--- config.mk ---
export PLATFORM = sky130hd
export DESIGN_NAME = divider_control
export DESIGN_NICKNAME = d
export VERILOG_FILES = /design/src/rtl/div_pkg.sv /design/src/rtl/div_iter_counter.sv /design/src/rtl/divider_control.sv
export SDC_FILE = /design/constraint.sdc
export NUM_CORES = 1
export LEC_CHECK = 0
export CAP_MARGIN = 10
export CORE_MARGIN = 4
export CORE_UTILIZATION = 25
export CTS_CLUSTER_DIAMETER = 150
export DETAILED_ROUTE_END_ITERATION = 8
export PLACE_DENSITY = 0.73
export SYNTH_ARGS = -nofsm -noshare
export SYNTH_HDL_FRONTEND = slang
export SYNTH_HIERARCHICAL = 1
export SYNTH_SLANG_ARGS = --single-unit
--- constraint.sdc ---
create_clock -name clk -period 2.1 [get_ports clk]
set_clock_uncertainty 0.15 [all_clocks]
set_input_delay 0.63 -clock clk [delete_from_list [all_inputs] [get_ports clk]]
set_output_delay 0.63 -clock clk [all_outputs]
set_load 0.01 [all_outputs]
--- src/rtl/div_pkg.sv ---
// Shared definitions for the sequential restoring divider slice.
package div_pkg;

  // Operand width shared by the Remainder register, ALU and divisor register.
  localparam int DIV_WIDTH = 32;

  // Controller state encoding.
  typedef enum logic [2:0] {
    IDLE = 3'd0,
    INIT = 3'd1,
    RUN  = 3'd2,
    FIX  = 3'd3,
    DONE = 3'd4
  } div_state_t;

endpackage

--- src/rtl/div_iter_counter.sv ---
// Iteration counter for the shift/subtract phase: synchronous clear,
// count enable, and a terminal flag on the last iteration.
module div_iter_counter #(
  parameter int WIDTH = div_pkg::DIV_WIDTH,
  parameter int CNT_W = (WIDTH > 1) ? $clog2(WIDTH) : 1
) (
  input  logic clk,
  input  logic rst,
  input  logic clr,
  input  logic en,
  output logic term
);

  logic [CNT_W-1:0] cnt;

  // Count iterations; clear has priority so each run starts from zero.
  always_ff @(posedge clk or posedge rst) begin
    if (rst) begin
      cnt <= '0;
    end else if (clr) begin
      cnt <= '0;
    end else if (en) begin
      cnt <= cnt + CNT_W'(1);
    end
  end

  assign term = (cnt == CNT_W'(WIDTH - 1));

endmodule

--- src/rtl/divider_control.sv ---
// Moore FSM sequencing the restoring divider: one init cycle, WIDTH
// shift/subtract iterations, one high-half right-shift, then hold with Ready.
module divider_control
  import div_pkg::*;
#(
  parameter int WIDTH = DIV_WIDTH,
  parameter int CNT_W = (WIDTH > 1) ? $clog2(WIDTH) : 1
) (
  input  logic             clk,
  input  logic             Reset,
  input  logic             Start,
  input  logic [WIDTH-1:0] Divisor_in,
  output logic             Rem_init,
  output logic             Divisor_W,
  output logic             W_ctrl,
  output logic             SLL_ctrl,
  output logic             SRL_ctrl,
  output logic             Ready,
  output logic             Busy,
  output logic             Div_zero
);

  div_state_t state_q, state_d;
  logic       cnt_term;
  logic       accept;
  logic       zero_div;

  div_iter_counter #(
    .WIDTH (WIDTH),
    .CNT_W (CNT_W)
  ) u_iter_counter (
    .clk  (clk),
    .rst  (Reset),
    .clr  (state_q == INIT),
    .en   ((state_q == RUN) && !cnt_term),
    .term (cnt_term)
  );

  // State register; Reset abandons any division in progress.
  always_ff @(posedge clk or posedge Reset) begin
    if (Reset) begin
      state_q <= IDLE;
    end else begin
      state_q <= state_d;
    end
  end

  // Divide-by-zero flag, updated only when a Start is accepted.
  always_ff @(posedge clk or posedge Reset) begin
    if (Reset) begin
      Div_zero <= 1'b0;
    end else if (accept) begin
      Div_zero <= zero_div;
    end
  end

  // Next-state logic and Moore output decode from the registered state.
  always_comb begin
    state_d   = state_q;
    accept    = 1'b0;
    zero_div  = (Divisor_in == '0);
    Rem_init  = 1'b0;
    Divisor_W = 1'b0;
    W_ctrl    = 1'b0;
    SLL_ctrl  = 1'b0;
    SRL_ctrl  = 1'b0;
    Ready     = 1'b0;
    Busy      = 1'b0;
    unique case (state_q)
      IDLE, DONE: begin
        Ready = (state_q == DONE);
        if (Start) begin
          accept  = 1'b1;
          state_d = zero_div ? DONE : INIT;
        end
      end
      INIT: begin
        Rem_init  = 1'b1;
        Divisor_W = 1'b1;
        W_ctrl    = 1'b1;
        SLL_ctrl  = 1'b1;
        Busy      = 1'b1;
        state_d   = RUN;
      end
      RUN: begin
        W_ctrl   = 1'b1;
        SLL_ctrl = 1'b1;
        Busy     = 1'b1;
        if (cnt_term) begin
          state_d = FIX;
        end
      end
      FIX: begin
        W_ctrl   = 1'b1;
        SRL_ctrl = 1'b1;
        Busy     = 1'b1;
        state_d  = DONE;
      end
      default: state_d = IDLE;
    endcase
  end

endmodule

### Word-level counts from Yosys, hierarchy flattened

Index checks and enable logic that the tools add are counted.

* logic and storage cells: 33
* output and inout port bits: 8
* bits in registers: 9
* input bits: 35

* $add $sub $neg: 1
* reductions and logical operators: 9
* multiplexer cells: 13
* equality and inequality tests: 7

Operator list (number)
* $logic_not A32 Y1: 1
* $pmux W3 S4: 1
* $mux W5: 2
* $mux W3: 3
* $mux W1: 7
* $eq A3 B2 Y1 const B: 2
* $add A5 B1 Y5 const B: 1
* $eq A5 B5 Y1 const B: 1
* $ne A2 B2 Y1 const B: 2
* $reduce_or A2 Y1: 2
* $eq A3 B1 Y1 const B: 1
* $eq A3 B3 Y1 const B: 1
* $logic_not A3 Y1: 1
* $reduce_or A3 Y1: 1
* $reduce_and A2 Y1: 1
* $reduce_bool A2 Y1: 1
* $logic_and A1 B1 Y1: 1
* $logic_not A1 Y1: 1

### Logic depth before layout (Yosys ltp)

Gate-level depths: netlist of the first run.

* word-level depth: 5
* gate-level depth with buffers: 7
* mapped depth without buffers: 6

### Cells and area by module

The synthesis of the first run kept the hierarchy.

Modules (own cells, without submodules)
* divider_control: area an instance 297.8 µm², times used 1, cells an instance 36, sequential area each 100.1 µm²
* div_iter_counter: area an instance 281.5 µm², times used 1, cells an instance 23, sequential area each 125.1 µm²

### Worst setup path before layout of the first run

Ideal clock, no wire load.

* path kind: register to output
* from: reg state_q[2]
* to: out Rem_init
* cell stages (with the launch flop): 4
* slack: -0.090 ns
* data required time: 1.320 ns
* buffers on the path: 2
* arrival time: 1.410 ns
* cell sequence: dfrtp_1 > buf_2 > nor3b_1 > buf_4

* word-level cells in the longest chain between the ends: 2

RTL lines
* start: declaration: line divider_control.sv:23 `div_state_t state_q, state_d;`
* start signal: assignment: line divider_control.sv:44 `state_q <= state_d;`
* $eq A3 B1 Y1
* $mux W1
* end: declaration: line divider_control.sv:13 `output logic Rem_init,`

Every way passes these cells.

### Worst setup path after layout of the first run

* from: reg u_iter_counter.cnt[1]
* to: reg u_iter_counter.cnt[3]

* word-level cells in the longest chain between the ends: 4
* elaborated cells on any way between the ends: 7
* those cells by class: 1 x add/sub; 1 x eq/ne; 2 x mux; 3 x reduce/logical

RTL lines
* start: declaration: line div_iter_counter.sv:14 `logic [CNT_W-1:0] cnt;`
* start signal: assignment: line div_iter_counter.sv:23 `cnt <= cnt + CNT_W'(1);`
* $eq A5 B5 Y1: line div_iter_counter.sv:27 `assign term = (cnt == CNT_W'(WIDTH - 1));`
* via cnt_term: line divider_control.sv:24 `logic cnt_term;`
* $logic_not A1 Y1: line divider_control.sv:35 `.en ((state_q == RUN) && !cnt_term),`
* $logic_and A1 B1 Y1: line divider_control.sv:35
* $reduce_bool A2 Y1 (no line)

The timed path passes the listed nets, and every way through them passes these cells. The select of a mux whose other input is x is not followed.
A chain may end at the register's enable or synchronous reset.

==> flow_metrics.env, run 1 <==
export IMPL_endpoint_kind="flop"
export IMPL_post_route_worst_setup_slack_ps=59.2
export IMPL_cts_htree_levels=1
export IMPL_async_flop_share_pct=100
export IMPL_synth_simple_gate_area_share_pct=33.5
export IMPL_io_buffers=42
export IMPL_power_density_nw_per_um2=947
export IMPL_die_h_um=56.1
export IMPL_cts_hold_fix_buffers=0
export IMPL_drc=0
export IMPL_cts_buffer_depth=2
export IMPL_critPathMaxFanout=3
export IMPL_chipWidth_um=56.1
export IMPL_yosys_warnings=6
export IMPL_clockRootBuffer="sky130_fd_sc_hd__clkbuf_4"
export IMPL_fin_crit_share_pct=97.2
export IMPL_fmax_mhz=490
export IMPL_wirelength_um=1720
export IMPL_clk_latency_worst_skew_pair_ps=260
export IMPL_timing_rr_start="u_iter_counter/cnt[1]"
export IMPL_metal_1_wl_um=696
export IMPL_grt_pass1_vias=695
export IMPL_synth_edf_count=0
export IMPL_synth_adder_area_share_pct=4.32
export IMPL_antenna_found_initial=0
export IMPL_met2_wirelength_um=911
export IMPL_synth_xor_area_share_pct=3.02
export IMPL_crit_path_start_kind="flop"
export IMPL_io_pins=43
export IMPL_total_leakage_power_nw=0.501
export IMPL_layout_filler_cells=217
export IMPL_met3WireLength_um=97
export IMPL_synth_top_family_by_area="simple AND/OR/NAND/NOR gates"
export IMPL_yosys_top_cell_area_share_pct=38.9
export IMPL_timing_setup_critical_path_class="reg2reg"
export IMPL_synth_ff_latch_count=9
export IMPL_drtIter0Drc=11
export IMPL_preCtsSetupSlack_ps=-55.5
export IMPL_hp_class="reg2reg"
export IMPL_synth_compound_gate_area_share_pct=6.91
export IMPL_total_grt_overflow=0
export IMPL_grt_max_degree=8
export IMPL_final_net_count=151
export IMPL_cts_reportedPaths_clkPinSlew_ps=60
export IMPL_grt_pass1_wl_um=2780
export IMPL_numCtsBuffers=3
export IMPL_netlist_cell_type_count=27
export IMPL_track_usage_pct=10.8
export IMPL_syn_area_sq_um=579
export IMPL_report_final_hold_viol_count=0
export IMPL_layout_cells_most_common_list="sky130_fd_sc_hd__clkdlybuf4s50_1 (35), sky130_fd_sc_hd__buf_4 (12), sky130_fd_sc_hd__nor4_1 (8), sky130_fd_sc_hd__dfrtp_1 (7), sky130_fd_sc_hd__nor2_1 (7)"
export IMPL_yosys_mux_area_fraction_pct=6.05
export IMPL_clock_sinks=9
export IMPL_worst_ep_arrival_time_ps=2040
export IMPL_worst_ir_drop_vdd_v=0.000525
export IMPL_core_area_sq_um=2210
export IMPL_detailroute_via_count=629
export IMPL_setup_violations_final=0
export IMPL_row_count=17
export IMPL_place_detailed_hpwl_um=1470
export IMPL_synthCells=59
export IMPL_ys_flop_type="sky130_fd_sc_hd__dfrtp_1"
export IMPL_drv_slew=0
export IMPL_dr_max_layer_used="met4"
export IMPL_tritoncts="done"
export IMPL_detailedRoute_firstPassIterationCount=4
export IMPL_seq_area_frac_synth_pct=38.9
export IMPL_post_synth_main_area_contributors="sky130_fd_sc_hd__dfrtp_1 (39%), sky130_fd_sc_hd__nor4_1 (8.6%), sky130_fd_sc_hd__nor2_1 (6.5%), sky130_fd_sc_hd__ha_1 (4.3%), sky130_fd_sc_hd__nand4_4 (3.7%)"
export IMPL_setup_total_negative_slack_ps=0
export IMPL_syn_avg_cell_area_sq_um=9.82
export IMPL_final_period_minus_worst_setup_slack_ps=2040
export IMPL_required_ps=2100
export IMPL_tightest_slew_ps=290
export IMPL_timing_max_cap_violations=0
export IMPL_syn_nets=96
export IMPL_gp_congestion=0.668
export IMPL_drive_gt1_share_pct=31.0
export IMPL_most_common_cell_after_layout_fill_and_taps_aside="sky130_fd_sc_hd__clkdlybuf4s50_1"
export IMPL_insertedDiodeCount=0
export IMPL_avgViaCountPerCell=4.46
export IMPL_synth_top_cell_by_area="sky130_fd_sc_hd__dfrtp_1"
export IMPL_run_status="completed"
export IMPL_worst_slew_margin_rel_pct=80.5
export IMPL_floorplan_initialDensity_pct=26.2
export IMPL_crit_path_start="u_iter_counter/cnt[1]"
export IMPL_wire_per_inst_um=12.2
export IMPL_syn_to_final_growth_pct=101
export IMPL_worstHoldStart="Div_zero"
export IMPL_detail_route_antenna_nets=0
export IMPL_die_area_sq_um=3150
-- routing by layer --
| layer | vias up | global-route usage (%) |
|---|---|---|
| met5 | - | 0 |
| met4 | 0 | 4.07 |
| met3 | 2 | 1.62 |
| met2 | 25 | 20.5 |
| met1 | 281 | 11.8 |
| li1 | 321 | - |
-- state kept, by name, summed over array words and instances (netlist names) --
| name | flops |
|---|---|
| u_iter_counter/cnt | 5 |
| state_q | 3 |
| Div_zero | 1 |
-- what timing repair did --
| action | 4_1_cts | 5_1_grt |
|---|---|---|
| gates resized for setup | 10 | 18 |
| gates cloned | 0 | 0 |
| setup buffers | 0 | 4 |
| setup endpoints to repair | 7 | 12 |
| pin swaps | 0 | 2 |
-- cell families (layout without fill, tap and decap cells) --
group	after synthesis	count (layout)
AO/OA/AOI/OAI	5	5
XOR/XNOR	2	2
adder cells (fa/ha/maj)	2	2
buffers and inverters	7	61
flip-flops	9	9
multiplexers	3	3
AND/OR/NAND/NOR	31	31
-- synthesized netlist by cell type (all sizes together), types with 2 or more instances --
library cell	count
nor2	10
nor4	8
ha	2
dfrtp	9
nand2	2
buf	4
mux2i	2
nand4	3
xnor2	2
inv	3
-- critical path, stage by stage (launching register included) --
cell	delay (ps)
sky130_fd_sc_hd__dfrtp_1	390
sky130_fd_sc_hd__ha_2	210
sky130_fd_sc_hd__and3_4	180
sky130_fd_sc_hd__ha_4	160
sky130_fd_sc_hd__nor4b_4	280
sky130_fd_sc_hd__buf_4	170
sky130_fd_sc_hd__nand4_4	100
sky130_fd_sc_hd__mux2_4	300
-- final timing paths --
check | end | slack, ps | cells after the start
max | u_iter_counter/cnt[3] | 60 | 7
min | Div_zero | 350 | 1
max reg2reg | u_iter_counter/cnt[3] | 60 | 7
min reg2reg | Div_zero | 350 | 1
max in group asynchronous | u_iter_counter/cnt[4] | 1160 | 2
min in group asynchronous | Div_zero | 430 | 2
-- layout make-up --
class                      instances  area (sq um)  area share, %
clock buffer                       4          26.3           2.25
inverter                           3          11.3          0.966
multi-input combinational         43           372           31.9
sequential                         9           228           19.5
tap                               28          35.0           3.00
timing repair buffer              54           494           42.4
-- power breakdown --
part           switching, W  leakage, nW  total (W)  internal (W)
combinational      0.000262        0.371   0.000653      0.000392
sequential        0.0000804        0.115   0.000317      0.000237
clock             0.0000607       0.0150   0.000134     0.0000732
-- per-stage QoR --
stage	cell area (sq um)	cells	hold slack (ps)	total power, W	utilization, %
detailed placement	1070	133	337	0.000911	48.6
floorplan	591	59	246	0.000624	-
CTS	1100	137	353	0.00101	49.6
global route	1170	141	375	0.00120	52.7
global placement	1070	133	323	0.000895	48.6
finish	1170	141	351	0.00110	52.7
No activity file was read; power rests on OpenSTA's default activity.
==> run 2, diff against run 1 <==
--- a/config.mk
+++ b/config.mk
@@ -6,11 +6,14 @@
 export NUM_CORES = 1
 export LEC_CHECK = 0
 export CAP_MARGIN = 10
+export CELL_PAD_IN_SITES_DETAIL_PLACEMENT = 0
+export CELL_PAD_IN_SITES_GLOBAL_PLACEMENT = 1
+export CORE_ASPECT_RATIO = 0.5
 export CORE_MARGIN = 4
-export CORE_UTILIZATION = 25
+export CORE_UTILIZATION = 20
 export CTS_CLUSTER_DIAMETER = 150
 export DETAILED_ROUTE_END_ITERATION = 8
-export PLACE_DENSITY = 0.73
+export PLACE_DENSITY = 0.81
 export SYNTH_ARGS = -nofsm -noshare
 export SYNTH_HDL_FRONTEND = slang
 export SYNTH_HIERARCHICAL = 1
==> run 2 against run 1 <==
Critical path depth is 4 lower. Global-route usage is 1.9 points lower. Setup slack better by 12 ps. Routed wire length is 2.1% lower. Critical endpoint is now SLL_ctrl.
==> flow_metrics.env, run 2 (same netlist as run 1, synthesis figures left out) <==
export IMPL_clockRootBuffer="sky130_fd_sc_hd__clkbuf_8"
export IMPL_place_detailed_hpwl_um=1490
export IMPL_avgViaCountPerCell=4.21
export IMPL_detail_route_antenna_nets=0
export IMPL_tritoncts="done"
export IMPL_syn_to_final_growth_pct=101
export IMPL_report_final_hold_viol_count=0
export IMPL_worst_ir_drop_vdd_v=0.000277
export IMPL_layout_filler_cells=263
export IMPL_total_leakage_power_nw=0.514
export IMPL_io_buffers=42
export IMPL_run_status="completed"
export IMPL_core_area_sq_um=2680
export IMPL_required_ps=1320
export IMPL_preCtsSetupSlack_ps=-37.9
export IMPL_rsz0062_at_grt="false"
export IMPL_gp_congestion=0.699
export IMPL_placed_cell_area_sq_um=1090
export IMPL_tightest_slew_ps=293
export IMPL_insertedDiodeCount=0
export IMPL_timing_max_cap_violations=0
export IMPL_crit_path_start_kind="flop"
export IMPL_layoutNonFillerInstCount=149
export IMPL_critical_path_top_delay_family="flip-flops"
export IMPL_cts_buffer_depth=2
export IMPL_clk_latency_worst_skew_pair_ps=230
export IMPL_final_net_count=150
export IMPL_fin_crit_share_pct=96.6
export IMPL_worst_ep_arrival_time_ps=1250
export IMPL_worst_slew_margin_rel_pct=80.4
export IMPL_cts_htree_levels=1
export IMPL_placed_cells_incl_taps=143
export IMPL_total_grt_overflow=0
export IMPL_wirelength_um=1680
export IMPL_critPathSlowestCell="sky130_fd_sc_hd__dfrtp_2"
export IMPL_drc=0
export IMPL_detailedRoute_firstPassIterationCount=2
export IMPL_row_count=13
export IMPL_number_of_flip_flops_in_the_largest_register=5
export IMPL_grt_pass1_wl_um=2590
export IMPL_most_common_cell_after_layout_fill_and_taps_aside="sky130_fd_sc_hd__clkdlybuf4s50_1"
export IMPL_timing_setup_critical_path_class="reg2out"
export IMPL_reg_largest_list="u_iter_counter/cnt x5, state_q x3, Div_zero x1"
export IMPL_clock_sinks=9
export IMPL_die_area_sq_um=3870
export IMPL_track_usage_pct=8.84
export IMPL_chipWidth_um=84.1
export IMPL_fin_area_sq_um=1160
export IMPL_layout_cells_most_common_list="sky130_fd_sc_hd__clkdlybuf4s50_1 (35), sky130_fd_sc_hd__buf_4 (11), sky130_fd_sc_hd__nor2_1 (9), sky130_fd_sc_hd__nor4_1 (8), sky130_fd_sc_hd__dfrtp_1 (7)"
export IMPL_endpoint_kind="primary output"
export IMPL_grt_max_degree=9
export IMPL_antenna_found_initial=0
export IMPL_timing_hold_ws_ps=325
export IMPL_drive_gt1_share_pct=24.1
export IMPL_setup_violations_final=0
export IMPL_timing_critical_path_slowest_cell_delay_ps=460
export IMPL_grt_pass1_vias=649
export IMPL_most_flops_register="u_iter_counter/cnt"
export IMPL_fmax_mhz=493
export IMPL_wire_per_inst_um=11.3
export IMPL_drtIter0Drc=18
export IMPL_hp_class="reg2reg"
export IMPL_drv_slew=0
export IMPL_detailroute_via_count=627
export IMPL_critical_path_n_buffers_inverters=1
export IMPL_numCtsBuffers=3
export IMPL_final_core_util_pct=43.3
export IMPL_floorplan_initialDensity_pct=21.6
export IMPL_post_route_worst_setup_slack_ps=71.7
export IMPL_die_h_um=46.1
export IMPL_power_density_nw_per_um2=967
export IMPL_critPathMaxFanout=6
export IMPL_final_period_minus_worst_setup_slack_ps=2030
export IMPL_cts_reportedPaths_clkPinSlew_ps=40
export IMPL_crit_chain="xnor2_1, nor2_1, dlygate4sd2_1"
export IMPL_io_pins=43
-- run 2: cell count changes in the layout (fill, tap and decap cells not counted), moves of 3 or more --
| cell | previous run | this run |
|---|---|---|
| sky130_fd_sc_hd__clkbuf_4 | 3 | 0 |
| sky130_fd_sc_hd__clkbuf_8 | 0 | 3 |
| sky130_fd_sc_hd__clkdlybuf4s15_1 | 3 | 0 |
| sky130_fd_sc_hd__dlygate4sd2_1 | 1 | 5 |
-- run 2: cell type report --
| class | instances | area, sq um | share of cell area (%) |
|---|---|---|---|
| Inverter | 3 | 11.3 | 0.969 |
| Timing Repair Buffer | 53 | 487 | 41.9 |
| Clock buffer | 4 | 45.0 | 3.88 |
| Multi-Input combinational cell | 43 | 345 | 29.7 |
| Sequential cell | 9 | 228 | 19.6 |
| Tap cell | 37 | 46.3 | 3.98 |
-- run 2: path summary, 6_finish.rpt --
kind | from | to | slack (ps) | depth (start not counted)
max in group asynchronous | Reset | u_iter_counter/cnt[3] | 1140 | 2
min in group asynchronous | Reset | state_q[2] | 460 | 2
max reg2reg | u_iter_counter/cnt[0] | u_iter_counter/cnt[1] | 110 | 7
min reg2reg | Div_zero | Div_zero | 320 | 1
min | Div_zero | Div_zero | 320 | 1
max | state_q[0] | SLL_ctrl | 70 | 3
-- run 2: report_power, final --
| part | total, W | switching, W | internal (W) |
|---|---|---|---|
| Combinational | 0.000626 | 0.000260 | 0.000366 |
| Sequential | 0.000304 | 0.0000661 | 0.000238 |
| Clock | 0.000193 | 0.0000617 | 0.000132 |
| Total | 0.00112 | 0.000388 | 0.000736 |
-- run 2: layer usage --
layer | share of wire, % | vias to the layer above | global-route usage [%]
met5 | 0 | - | 0
met4 | 1.5 | 0 | 4.81
met3 | 6.2 | 2 | 2.50
met2 | 57 | 23 | 19.4
met1 | 35 | 282 | 7.48
li1 | - | 320 | -
-- run 2: metrics by stage --
stage               TNS [ps]  power (W)
floorplan                  0   0.000624
global placement        -112   0.000906
detailed placement      -119   0.000918
CTS                    -90.9    0.00113
global route               0    0.00121
finish                     0    0.00112
-- run 2: timing repair --
item	in CTS	in global routing
endpoints found under the hold margin	0	0
setup buffers	2	0
endpoints found under the setup margin	7	7
hold buffers	0	0
gates resized for setup	12	5
==> run 3, diff against run 2 <==
--- a/config.mk
+++ b/config.mk
@@ -9,7 +9,6 @@
 export CELL_PAD_IN_SITES_DETAIL_PLACEMENT = 0
 export CELL_PAD_IN_SITES_GLOBAL_PLACEMENT = 1
 export CORE_ASPECT_RATIO = 0.5
-export CORE_MARGIN = 4
 export CORE_UTILIZATION = 20
 export CTS_CLUSTER_DIAMETER = 150
 export DETAILED_ROUTE_END_ITERATION = 8
==> run 3 against run 2 <==
Cell count up 1.3%. Highest routed layer unchanged. Maximum frequency is 1.2% lower. Power increased by 3.8%. Sequential power increased by 2%. Critical endpoint is now Rem_init. Utilization is 2.2 points higher.
==> flow_metrics.env, run 3 (same netlist as run 1, synthesis figures left out) <==
export IMPL_grt_pass1_wl_um=2820
export IMPL_ff2ff_setup_slack_ps=90
export IMPL_final_net_count=152
export IMPL_clock_sinks=9
export IMPL_row_count=13
export IMPL_wire_per_inst_um=11.6
export IMPL_clockRootBuffer="sky130_fd_sc_hd__clkbuf_8"
export IMPL_avgViaCountPerCell=4.20
export IMPL_layout_cells_most_common_list="sky130_fd_sc_hd__clkdlybuf4s50_1 (35), sky130_fd_sc_hd__buf_4 (12), sky130_fd_sc_hd__nor2_1 (9), sky130_fd_sc_hd__dfrtp_1 (7), sky130_fd_sc_hd__nor4_1 (7)"
export IMPL_met2_wirelength_um=964
export IMPL_grt_max_degree=7
export IMPL_fin_crit_share_pct=97.7
export IMPL_post_route_worst_setup_slack_ps=47.8
export IMPL_io_pins=43
export IMPL_most_flops_register="u_iter_counter/cnt"
export IMPL_place_detailed_hpwl_um=1480
export IMPL_core_area_sq_um=2670
export IMPL_die_h_um=40.1
export IMPL_die_area_sq_um=3130
export IMPL_hp_class="reg2reg"
export IMPL_gp_congestion=0.708
export IMPL_number_of_flip_flops_in_the_largest_register=5
export IMPL_cts_htree_levels=1
export IMPL_io_buffers=42
export IMPL_layout_filler_cells=268
export IMPL_total_grt_overflow=0
export IMPL_critical_path_reg2reg_endpoint="u_iter_counter/cnt[3]"
export IMPL_crit_path_start_kind="flop"
export IMPL_reg2reg_depth=7
export IMPL_worstHoldStart="Div_zero"
export IMPL_numCtsBuffers=3
export IMPL_setup_violations_final=0
export IMPL_insertedDiodeCount=0
export IMPL_detailroute_via_count=634
export IMPL_dr_max_layer_used="met4"
export IMPL_report_final_hold_viol_count=0
export IMPL_drv_slew=0
export IMPL_timing_critical_path_slowest_cell_delay_ps=450
export IMPL_min_delay_path_depth=1
export IMPL_most_common_cell_after_layout_fill_and_taps_aside="sky130_fd_sc_hd__clkdlybuf4s50_1"
export IMPL_total_leakage_power_nw=0.548
export IMPL_syn_to_final_growth_pct=110
export IMPL_critPathSlowestCell="sky130_fd_sc_hd__dfrtp_2"
export IMPL_run_status="completed"
export IMPL_metal_1_wl_um=671
export IMPL_hold_path_end="Div_zero"
export IMPL_drive_gt1_share_pct=28.1
export IMPL_timing_setup_critical_path_class="reg2out"
export IMPL_clk_latency_worst_skew_pair_ps=230
export IMPL_crit_path_start="state_q[0]"
export IMPL_detail_route_antenna_nets=0
export IMPL_crit_chain="nor3b_2, buf_4, dlygate4sd2_1"
export IMPL_track_usage_pct=12.6
export IMPL_timing_max_cap_violations=0
export IMPL_power_density_nw_per_um2=960
export IMPL_fmax_mhz=487
export IMPL_tightest_slew_ps=297
export IMPL_timing_rr_start="u_iter_counter/cnt[1]"
export IMPL_final_period_minus_worst_setup_slack_ps=2050
export IMPL_tritoncts="done"
export IMPL_worst_slew_margin_rel_pct=80.0
export IMPL_preCtsSetupSlack_ps=-136
export IMPL_drc=0
export IMPL_wirelength_um=1760
export IMPL_timing_hold_ws_ps=350
export IMPL_worst_ep_arrival_time_ps=1270
export IMPL_endpoint_kind="primary output"
export IMPL_grt_pass1_vias=655
export IMPL_drtIter0Drc=43
export IMPL_met3WireLength_um=110
export IMPL_antenna_found_initial=0
export IMPL_floorplan_initialDensity_pct=21.7
export IMPL_cts_reportedPaths_clkPinSlew_ps=40
export IMPL_chipWidth_um=78.1
export IMPL_reg_largest_list="u_iter_counter/cnt x5, state_q x3, Div_zero x1"
export IMPL_worst_ir_drop_vdd_v=0.000272
export IMPL_critPathMaxFanout=5
export IMPL_required_ps=1320
export IMPL_detailedRoute_firstPassIterationCount=4
export IMPL_cts_buffer_depth=2
==> run 3: worst max path at each step <==
stage | slack, ps | cells past startpoint | end
global route | -4 | 3 | Divisor_W
finish | 50 | 3 | Rem_init
global placement | -40 | 5 | state_q[2]
CTS | -200 | 3 | SLL_ctrl
floorplan | 50 | 7 | u_iter_counter/cnt[3]
detailed placement | -140 | 5 | state_q[2]
==> run 3: repair_timing <==
action                                  in CTS  in global routing
pin swaps                                    0                  2
endpoints found under the setup margin       7                  8
gates resized for setup                      7                 11
hold buffers                                 0                  0
buffers inserted                             0                  2
==> run 3: layer usage <==
| layer | vias to the layer above | global-route usage, % |
|---|---|---|
| li1 | 321 | - |
| met1 | 291 | 11.6 |
| met2 | 20 | 24.8 |
| met3 | 2 | 5.68 |
| met4 | 0 | 8.33 |
| met5 | - | 0 |
==> run 3: worst max-delay path: cells and delay by family (launching register included) <==
kind | cells | cell delay, ps
flip-flops | 1 | 450
buffers and inverters | 2 | 420
AND/OR/NAND/NOR | 1 | 170
==> run 3: stage by stage <==
| step | setup TNS (ps) | power, W | utilization [%] | std cells | area (sq um) |
|---|---|---|---|---|---|
| 2_1_floorplan | 0 | 0.000624 | - | 59 | 591 |
| 3_3_place_gp | -51.6 | 0.000930 | 41.6 | 145 | 1110 |
| 3_5_place_dp | -322 | 0.000938 | 41.6 | 145 | 1110 |
| 4_1_cts | -388 | 0.00112 | 43.2 | 149 | 1150 |
| 5_1_grt | -3.68 | 0.00125 | 45.5 | 151 | 1210 |
| 6_report | 0 | 0.00117 | 45.5 | 151 | 1210 |
==> run 3: power by group <==
| group | internal [W] | total [W] | switching [W] |
|---|---|---|---|
| registers | 0.000238 | 0.000311 | 0.0000732 |
| clock network | 0.000132 | 0.000200 | 0.0000677 |
| logic | 0.000400 | 0.000656 | 0.000256 |
==> run 3: area by class of cell <==
| class | instances | area (sq um) | area share, % |
|---|---|---|---|
| Timing Repair Buffer | 55 | 520 | 42.8 |
| Multi-Input combinational cell | 43 | 364 | 30.0 |
| Sequential cell | 9 | 228 | 18.7 |
| Tap cell | 37 | 46.3 | 3.81 |
| Clock buffer | 4 | 45.0 | 3.71 |
| Inverter | 3 | 11.3 | 0.927 |
